--- src/rtl/mips_pkg.sv ---
// mips_pkg: shared MIPS encodings, FSM state type, decoded control struct
// and the ALU_CONTROLLER mapping used by the multi-cycle control unit.
package mips_pkg;

    localparam logic [5:0] OP_RTYPE  = 6'h00;
    localparam logic [5:0] OP_REGIMM = 6'h01;
    localparam logic [5:0] OP_J      = 6'h02;
    localparam logic [5:0] OP_JAL    = 6'h03;
    localparam logic [5:0] OP_BEQ    = 6'h04;
    localparam logic [5:0] OP_BNE    = 6'h05;
    localparam logic [5:0] OP_BLEZ   = 6'h06;
    localparam logic [5:0] OP_BGTZ   = 6'h07;
    localparam logic [5:0] OP_ADDI   = 6'h08;
    localparam logic [5:0] OP_ADDIU  = 6'h09;
    localparam logic [5:0] OP_SLTI   = 6'h0a;
    localparam logic [5:0] OP_SLTIU  = 6'h0b;
    localparam logic [5:0] OP_ANDI   = 6'h0c;
    localparam logic [5:0] OP_ORI    = 6'h0d;
    localparam logic [5:0] OP_XORI   = 6'h0e;
    localparam logic [5:0] OP_LUI    = 6'h0f;
    localparam logic [5:0] OP_LB     = 6'h20;
    localparam logic [5:0] OP_LW     = 6'h23;
    localparam logic [5:0] OP_SB     = 6'h28;
    localparam logic [5:0] OP_SW     = 6'h2b;

    localparam logic [5:0] F_SLL     = 6'h00;
    localparam logic [5:0] F_SRL     = 6'h02;
    localparam logic [5:0] F_SRA     = 6'h03;
    localparam logic [5:0] F_JR      = 6'h08;
    localparam logic [5:0] F_SYSCALL = 6'h0c;
    localparam logic [5:0] F_MULT    = 6'h18;
    localparam logic [5:0] F_MULTU   = 6'h19;
    localparam logic [5:0] F_DIV     = 6'h1a;
    localparam logic [5:0] F_DIVU    = 6'h1b;
    localparam logic [5:0] F_ADD     = 6'h20;
    localparam logic [5:0] F_ADDU    = 6'h21;
    localparam logic [5:0] F_SUB     = 6'h22;
    localparam logic [5:0] F_SUBU    = 6'h23;
    localparam logic [5:0] F_AND     = 6'h24;
    localparam logic [5:0] F_OR      = 6'h25;
    localparam logic [5:0] F_XOR     = 6'h26;
    localparam logic [5:0] F_NOR     = 6'h27;
    localparam logic [5:0] F_SLT     = 6'h2a;
    localparam logic [5:0] F_SLTU    = 6'h2b;

    // REGIMM rt field selecting BGEZ; other REGIMM forms are not supported
    localparam logic [4:0] RT_BGEZ   = 5'd1;

    localparam logic [3:0] ALU_ADD  = 4'd0;
    localparam logic [3:0] ALU_SUB  = 4'd1;
    localparam logic [3:0] ALU_AND  = 4'd2;
    localparam logic [3:0] ALU_OR   = 4'd3;
    localparam logic [3:0] ALU_XOR  = 4'd4;
    localparam logic [3:0] ALU_NOR  = 4'd5;
    localparam logic [3:0] ALU_SLT  = 4'd6;
    localparam logic [3:0] ALU_SLTU = 4'd7;
    localparam logic [3:0] ALU_SLL  = 4'd8;
    localparam logic [3:0] ALU_SRL  = 4'd9;
    localparam logic [3:0] ALU_SRA  = 4'd10;
    localparam logic [3:0] ALU_LUI  = 4'd11;
    localparam logic [3:0] ALU_MUL  = 4'd12;
    localparam logic [3:0] ALU_DIV  = 4'd13;

    typedef enum logic [1:0] {S_EXEC, S_MEM, S_MD, S_HALT} state_t;

    typedef enum logic [2:0] {
        C_ALU, C_BRANCH, C_JUMP, C_LOAD, C_STORE, C_MULDIV, C_SYSCALL, C_ILLEGAL
    } iclass_t;

    // Datapath selects plus the ungated write/redirect intents of an instruction
    typedef struct packed {
        logic alu_src;
        logic reg_dest;
        logic pc_or_mem;
        logic mem_or_reg;
        logic is_unsigned;
        logic does_shift_amount_need;
        logic is_byte;
        logic reg_write;
        logic jump;
        logic jump_register;
    } ctrl_t;

    // ALU_CONTROLLER: (opcode, funct) -> ALU operation; anything unlisted adds
    function automatic logic [3:0] alu_controller(input logic [5:0] opcode, input logic [5:0] funct);
        logic [3:0] op;
        op = ALU_ADD;
        case (opcode)
            OP_RTYPE: begin
                case (funct)
                    F_SUB, F_SUBU:    op = ALU_SUB;
                    F_AND:            op = ALU_AND;
                    F_OR:             op = ALU_OR;
                    F_XOR:            op = ALU_XOR;
                    F_NOR:            op = ALU_NOR;
                    F_SLT:            op = ALU_SLT;
                    F_SLTU:           op = ALU_SLTU;
                    F_SLL:            op = ALU_SLL;
                    F_SRL:            op = ALU_SRL;
                    F_SRA:            op = ALU_SRA;
                    F_MULT, F_MULTU:  op = ALU_MUL;
                    F_DIV, F_DIVU:    op = ALU_DIV;
                    default:          op = ALU_ADD;
                endcase
            end
            OP_BEQ, OP_BNE, OP_BLEZ, OP_BGTZ, OP_REGIMM: op = ALU_SUB;
            OP_SLTI:  op = ALU_SLT;
            OP_SLTIU: op = ALU_SLTU;
            OP_ANDI:  op = ALU_AND;
            OP_ORI:   op = ALU_OR;
            OP_XORI:  op = ALU_XOR;
            OP_LUI:   op = ALU_LUI;
            default:  op = ALU_ADD;
        endcase
        return op;
    endfunction

endpackage

--- src/rtl/control_decoder.sv ---
// control_decoder: purely combinational instruction decode.
// Ports:
//   inst  in  32  instruction word
//   ctrl  out     ctrl_t selects and write/redirect intents (all 0 when illegal)
//   cls   out     instruction class driving the sequencer
module control_decoder
    import mips_pkg::*;
#(
    parameter int BYTE_OPS = 1
) (
    input  logic [31:0] inst,
    output ctrl_t       ctrl,
    output iclass_t     cls
);

    logic [5:0] opcode;
    logic [5:0] funct;
    logic [4:0] rt;
    logic       unused_bits;

    assign opcode      = inst[31:26];
    assign rt          = inst[20:16];
    assign funct       = inst[5:0];
    assign unused_bits = ^{inst[25:21], inst[15:6]};

    always_comb begin
        ctrl = '0;
        cls  = C_ILLEGAL;
        case (opcode)
            OP_RTYPE: begin
                case (funct)
                    F_SLL, F_SRL, F_SRA: begin
                        cls                         = C_ALU;
                        ctrl.reg_dest               = 1'b1;
                        ctrl.reg_write              = 1'b1;
                        ctrl.does_shift_amount_need = 1'b1;
                    end
                    F_ADD, F_SUB, F_AND, F_OR, F_XOR, F_NOR, F_SLT: begin
                        cls            = C_ALU;
                        ctrl.reg_dest  = 1'b1;
                        ctrl.reg_write = 1'b1;
                    end
                    F_ADDU, F_SUBU, F_SLTU: begin
                        cls              = C_ALU;
                        ctrl.reg_dest    = 1'b1;
                        ctrl.reg_write   = 1'b1;
                        ctrl.is_unsigned = 1'b1;
                    end
                    F_JR: begin
                        cls                = C_JUMP;
                        ctrl.jump_register = 1'b1;
                    end
                    // HI/LO result lands through the rd path when the unit finishes
                    F_MULT, F_DIV: begin
                        cls           = C_MULDIV;
                        ctrl.reg_dest = 1'b1;
                    end
                    F_MULTU, F_DIVU: begin
                        cls              = C_MULDIV;
                        ctrl.reg_dest    = 1'b1;
                        ctrl.is_unsigned = 1'b1;
                    end
                    F_SYSCALL: cls = C_SYSCALL;
                    default:   cls = C_ILLEGAL;
                endcase
            end
            OP_REGIMM: cls = (rt == RT_BGEZ) ? C_BRANCH : C_ILLEGAL;
            OP_BEQ, OP_BNE, OP_BLEZ, OP_BGTZ: cls = C_BRANCH;
            OP_J: begin
                cls       = C_JUMP;
                ctrl.jump = 1'b1;
            end
            OP_JAL: begin
                cls            = C_JUMP;
                ctrl.jump      = 1'b1;
                ctrl.pc_or_mem = 1'b1;
                ctrl.reg_write = 1'b1;
            end
            OP_ADDI, OP_SLTI, OP_LUI: begin
                cls            = C_ALU;
                ctrl.alu_src   = 1'b1;
                ctrl.reg_write = 1'b1;
            end
            OP_ADDIU, OP_SLTIU, OP_ANDI, OP_ORI, OP_XORI: begin
                cls              = C_ALU;
                ctrl.alu_src     = 1'b1;
                ctrl.reg_write   = 1'b1;
                ctrl.is_unsigned = 1'b1;
            end
            OP_LW: begin
                cls             = C_LOAD;
                ctrl.alu_src    = 1'b1;
                ctrl.mem_or_reg = 1'b1;
                ctrl.reg_write  = 1'b1;
            end
            OP_SW: begin
                cls          = C_STORE;
                ctrl.alu_src = 1'b1;
            end
            OP_LB: begin
                if (BYTE_OPS != 0) begin
                    cls             = C_LOAD;
                    ctrl.alu_src    = 1'b1;
                    ctrl.mem_or_reg = 1'b1;
                    ctrl.reg_write  = 1'b1;
                    ctrl.is_byte    = 1'b1;
                end
            end
            OP_SB: begin
                if (BYTE_OPS != 0) begin
                    cls          = C_STORE;
                    ctrl.alu_src = 1'b1;
                    ctrl.is_byte = 1'b1;
                end
            end
            default: cls = C_ILLEGAL;
        endcase
    end

endmodule

--- src/rtl/mc_control_unit.sv ---
// mc_control_unit: multi-cycle MIPS control unit. Decodes inst, drives the
// datapath selects, gates architectural writes to the completing cycle and
// sequences stalls for cache misses, iterative MULT/DIV and SYSCALL halt.
// Ports:
//   clk, rst_b                 clock / synchronous active-low reset
//   inst, inst_valid           instruction from fetch (held while pc_we=0)
//   zero, negative             ALU flags for branch resolution
//   hit                        data cache completes the access this cycle
//   alu_operation, selects     datapath control (0 in reset and halt)
//   reg_write_enable, mem_write_en, branch, jump, jump_register  gated strobes
//   pc_we, mem_req, is_byte    fetch / data-cache handshake
//   md_start, md_busy          MULT/DIV launch pulse and busy flag
//   halted, illegal_inst, mem_timeout_err  status
module mc_control_unit
    import mips_pkg::*;
#(
    parameter int MD_LATENCY  = 8,
    parameter int MEM_TIMEOUT = 0,
    parameter int BYTE_OPS    = 1
) (
    input  logic        clk,
    input  logic        rst_b,
    input  logic [31:0] inst,
    input  logic        inst_valid,
    input  logic        zero,
    input  logic        negative,
    input  logic        hit,
    output logic [3:0]  alu_operation,
    output logic        alu_src,
    output logic        reg_dest,
    output logic        pc_or_mem,
    output logic        mem_or_reg,
    output logic        is_unsigned,
    output logic        does_shift_amount_need,
    output logic        reg_write_enable,
    output logic        mem_write_en,
    output logic        branch,
    output logic        jump,
    output logic        jump_register,
    output logic        pc_we,
    output logic        mem_req,
    output logic        is_byte,
    output logic        md_start,
    output logic        md_busy,
    output logic        halted,
    output logic        illegal_inst,
    output logic        mem_timeout_err
);

    // One counter serves both the miss timer and the MULT/DIV countdown
    localparam int CNT_MAX = (MD_LATENCY > MEM_TIMEOUT) ? MD_LATENCY : MEM_TIMEOUT;
    localparam int CW      = $clog2(CNT_MAX + 1);

    state_t        state_q, state_d;
    logic [CW-1:0] cnt_q, cnt_d;
    logic          err_q, err_d;
    ctrl_t         ctrl;
    iclass_t       cls;
    logic [5:0]    opcode;
    logic          sel_en;
    logic          taken;

    control_decoder #(.BYTE_OPS(BYTE_OPS)) u_dec (
        .inst (inst),
        .ctrl (ctrl),
        .cls  (cls)
    );

    assign opcode = inst[31:26];
    assign sel_en = rst_b && (state_q != S_HALT);

    // Only BGEZ decodes as a branch under REGIMM, so the fall-through is !negative
    assign taken = (opcode == OP_BEQ)  ? zero :
                   (opcode == OP_BNE)  ? !zero :
                   (opcode == OP_BLEZ) ? (zero || negative) :
                   (opcode == OP_BGTZ) ? (!zero && !negative) : !negative;

    assign alu_operation          = sel_en ? alu_controller(opcode, inst[5:0]) : 4'd0;
    assign alu_src                = sel_en && ctrl.alu_src;
    assign reg_dest               = sel_en && ctrl.reg_dest;
    assign pc_or_mem              = sel_en && ctrl.pc_or_mem;
    assign mem_or_reg             = sel_en && ctrl.mem_or_reg;
    assign is_unsigned            = sel_en && ctrl.is_unsigned;
    assign does_shift_amount_need = sel_en && ctrl.does_shift_amount_need;
    assign is_byte                = sel_en && ctrl.is_byte;
    assign mem_timeout_err        = rst_b && err_q;

    always_comb begin
        state_d          = state_q;
        cnt_d            = cnt_q;
        err_d            = err_q;
        pc_we            = 1'b0;
        mem_req          = 1'b0;
        md_start         = 1'b0;
        md_busy          = 1'b0;
        halted           = 1'b0;
        illegal_inst     = 1'b0;
        reg_write_enable = 1'b0;
        mem_write_en     = 1'b0;
        branch           = 1'b0;
        jump             = 1'b0;
        jump_register    = 1'b0;
        if (rst_b) begin
            case (state_q)
                S_EXEC: begin
                    if (inst_valid) begin
                        case (cls)
                            C_ALU, C_JUMP: begin
                                reg_write_enable = ctrl.reg_write;
                                jump             = ctrl.jump;
                                jump_register    = ctrl.jump_register;
                                pc_we            = 1'b1;
                            end
                            C_BRANCH: begin
                                branch = taken;
                                pc_we  = 1'b1;
                            end
                            C_LOAD, C_STORE: begin
                                mem_req = 1'b1;
                                if (hit) begin
                                    reg_write_enable = (cls == C_LOAD);
                                    mem_write_en     = (cls == C_STORE);
                                    pc_we            = 1'b1;
                                end else begin
                                    state_d = S_MEM;
                                    cnt_d   = CW'(1);
                                end
                            end
                            C_MULDIV: begin
                                md_start = 1'b1;
                                cnt_d    = CW'(MD_LATENCY - 1);
                                state_d  = S_MD;
                            end
                            C_SYSCALL: begin
                                halted  = 1'b1;
                                state_d = S_HALT;
                            end
                            default: begin
                                illegal_inst = 1'b1;
                                pc_we        = 1'b1;
                            end
                        endcase
                    end
                end
                S_MEM: begin
                    mem_req = 1'b1;
                    // cnt_q is the 1-based index of this miss cycle; hit beats expiry
                    if (hit) begin
                        reg_write_enable = (cls == C_LOAD);
                        mem_write_en     = (cls == C_STORE);
                        pc_we            = 1'b1;
                        state_d          = S_EXEC;
                    end else if (MEM_TIMEOUT != 0 && cnt_q == CW'(MEM_TIMEOUT)) begin
                        err_d   = 1'b1;
                        state_d = S_HALT;
                    end else begin
                        cnt_d = cnt_q + 1'b1;
                    end
                end
                S_MD: begin
                    md_busy = 1'b1;
                    if (cnt_q == '0) begin
                        reg_write_enable = 1'b1;
                        pc_we            = 1'b1;
                        state_d          = S_EXEC;
                    end else begin
                        cnt_d = cnt_q - 1'b1;
                    end
                end
                default: halted = 1'b1;
            endcase
        end
    end

    always_ff @(posedge clk) begin
        if (!rst_b) begin
            state_q <= S_EXEC;
            cnt_q   <= '0;
            err_q   <= 1'b0;
        end else begin
            state_q <= state_d;
            cnt_q   <= cnt_d;
            err_q   <= err_d;
        end
    end

endmodule
--- config.mk ---
export PLATFORM = sky130hd
export DESIGN_NAME = mc_control_unit
export DESIGN_NICKNAME = d
export VERILOG_FILES = /design/src/rtl/mips_pkg.sv /design/src/rtl/control_decoder.sv /design/src/rtl/mc_control_unit.sv
export SDC_FILE = /design/constraint.sdc
export NUM_CORES = 1
export LEC_CHECK = 0
export BUFFER_PORTS_ARGS = -buffer_cell sky130_fd_sc_hd__buf_2
export CORE_UTILIZATION = 44
export DETAILED_ROUTE_END_ITERATION = 6
export GPL_TIMING_DRIVEN = 0
export PLACE_DENSITY = 0.86
export SYNTH_ARGS = -nofsm -noshare
export SYNTH_HDL_FRONTEND = slang
export SYNTH_SLANG_ARGS = --single-unit
--- constraint.sdc ---
create_clock -name clk -period 2 [get_ports clk]
set_input_delay 0.2 -clock clk [delete_from_list [all_inputs] [get_ports clk]]
set_output_delay 0.2 -clock clk [all_outputs]
set_load 0.03 [all_outputs]
==> run summary <==
Outcome = complete, but fails checks
Failing checks = setup timing
Mapped Nets = 272
CP Class = input pin to primary output
Routability cong. = 0.881
Clk Latency, worst-skew pair = 0.25 ns
Final std cells w/o fill = 333
Worst Path Arrival = 2.26 ns
Post-Place Cells = 311
Syn Area/Cell = 6.53 um2
Die width = 60.1 um
Fmax = 407 MHz
First-pass GRT wire length = 7200 um
Std-Cell Rows = 20
Crit path time final = 2.46 ns
Unique cell type count in the Yosys netlist = 63
MaxCap Viol Count = 0
Yosys top cell by area = dfxtp_1
Post-synth EDFFs = 0
Final Worst Setup Slack = -0.457 ns
Worst Setup End Kind = primary output
Hold wc startpoint = rst_b
Root buf cell = clkbuf_4
Leakage = 0.945 nW
WL/cell = 16.3 um
Iteration count of the initial detailed-routing pass = 5
Share of cells above drive strength 1 = 40.8%
Vias in the first global route = 1,624
Total number of vias = 2,039
Initial antenna violation count = 0
H-tree levels = 1
Slew Limit Fails = 0
#FFs+latches synth = 6
RR Startpoint = state_q[0]
Async SR Flop Fraction = 0%
GRT Total Usage = 26.1%
Final setup vio count = 12
Synthesized cell area = 1480 um2
Core region area = 3130 um2
Post-synth top cells = nor2_1 (27), nand2_1 (22), a21oi_1 (13), inv_1 (12), o21ai_0 (12)
CTS tree = done
Sequential share of the synthesized area = 8.10%
Avg Vias per Cell = 6.12
Initial Utilization = 47.4%
Die Ht = 60.1 um
Clock Skews = 0.00123 ns
Hold WC Path Type = input pin to register
Top_reg_cell synth = dfxtp_1
Grt total ovfl = 0
Max clock buf depth = 2
Core Util, Final = 71.3%
Critical Path Start = inst[20]
Post-CTS Hold Buffers = 0
TritonCTS Buffers = 3
Hold Vio Cnt, Final = 0
Initial DRC Count = 134
Fin crit share = 123%
Antenna Nets Post-Route = 0
Drt drc = 0
Nets = 336
Worst Path Required = 1.80 ns
Worst Setup Start Kind = input pin
PD cells = 639 nW/um2
Synth top area cells = dfxtp_1 (8.1%), nor2_1 (6.8%), nand2_1 (5.6%), ha_1 (5.1%), a21oi_1 (4.4%)
Largest net degree at the start of global routing = 11
HPWL after DPL = 3260 um
I/O Buffers = 40
Syn Inst Count = 227
Maximum vdd drop = 514 uV
Most common cell in the netlist = nor2_1
Antenna diodes = 0
RSZ-0062 raised after global routing = yes
Top cell type's share of synthesized area = 8.10%
Syn. warnings = 0
Routed WL = 5420 um
Die area = 3610 um2
Area Growth Syn to Fin = 50.4%
CTS clk-pin slew, worst paths = 0.05 ns
Sink Count = 6
CP max FO = 2
IO Pins = 61
## sequential cells by signal, summed over array words and instances (netlist names)
name	cells
cnt_q	4
state_q	2
## through the flow
step	setup slack [ns]	TNS (ns)	total power (W)	area (um2)	hold WS (ns)
6_report	-0.457	-2.99	0.00142	2230	0.275
5_1_grt	-0.538	-3.86	0.00151	2230	0.250
4_1_cts	-0.439	-2.78	0.00126	2080	0.258
3_5_place_dp	-0.811	-5.46	0.00104	1810	0.505
3_3_place_gp	-0.801	-5.09	0.00102	1810	0.490
2_1_floorplan	-0.317	-1.40	0.000861	1550	0.317
## layer usage
| layer | vias to the layer above | track usage [%] | wire, um |
|---|---|---|---|
| met2 | 140 | 43.7 | 2680 |
| met1 | 937 | 35.8 | 2080 |
| met4 | 0 | 1.66 | 197 |
| met3 | 18 | 5.63 | 467 |
| li1 | 944 | - | - |
| met5 | - | 0 | 0 |
## timing repair
action / in CTS / in global routing
gates resized for setup: 39 / 37
buffers inserted: 14 / 7
hold endpoints to repair: 0 / 0
pin swaps: 16 / 18
setup endpoints to repair: 18 / 19
## critical path, cell delays in order
cell and delay [ns]:
buf_6 0.08, or4b_1 0.51, o211a_1 0.25, a211oi_2 0.27, nand2_2 0.13, xnor2_2 0.17
a311o_1 0.35, a21oi_4 0.14, buf_6 0.14
## cells by family (layout without fill, tap and decap cells)
| logic type | count (synthesis) | in the layout | synth area share (%) |
|---|---|---|---|
| AO/OA/AOI/OAI | 66 | 66 | 32.5 |
| XOR/XNOR | 8 | 8 | 4.73 |
| adder cells (fa/ha/maj) | 7 | 7 | 6.41 |
| buffers and inverters | 29 | 91 | 8.52 |
| flip-flops | 6 | 6 | 8.10 |
| multiplexers | 1 | 1 | 0.675 |
| other | 1 | 1 | 0.253 |
| AND/OR/NAND/NOR | 109 | 109 | 38.8 |
## cells in the final DEF, fill, tap and decap left out, types with 3 or more instances in the layout
| master | count |
|---|---|
| a21oi_1 | 11 |
| a31oi_1 | 4 |
| and2_1 | 3 |
| and3_1 | 4 |
| buf_2 | 28 |
| buf_4 | 25 |
| buf_6 | 14 |
| clkbuf_1 | 3 |
| clkbuf_4 | 4 |
| dfxtp_1 | 4 |
| ha_1 | 3 |
| inv_1 | 10 |
| nand2_1 | 20 |
| nand2b_1 | 7 |
| nand3_1 | 6 |
| nand3b_1 | 4 |
| nor2_1 | 26 |
| nor2b_1 | 5 |
| nor3_1 | 5 |
| nor4_2 | 3 |
| nor4_4 | 3 |
| o211ai_1 | 4 |
| o21ai_0 | 10 |
| xnor2_1 | 6 |
## path summary, 6_finish.rpt
check	end	slack (ns)	depth (start not counted)
max	pc_we	-0.46	9
min	cnt_q[3]	0.28	2
max reg2reg	cnt_q[3]	-0.13	7
min reg2reg	state_q[0]	0.50	2
## where the power goes
part | internal (W) | switching, W
logic | 0.000468 | 0.000623
clock network | 0.0000683 | 0.0000505
registers | 0.000163 | 0.0000512
## area by class of cell
type | count | area [um2]
Timing Repair Buffer | 59 | 407
Buffer | 15 | 121
Multi-Input combinational cell | 192 | 1450
Clock buffer | 3 | 22.5
Sequential cell | 6 | 123
Inverter | 14 | 55.1
Fill cell | 225 | 898
Tap cell | 44 | 55.1
No activity file was read; power rests on OpenSTA's default activity.
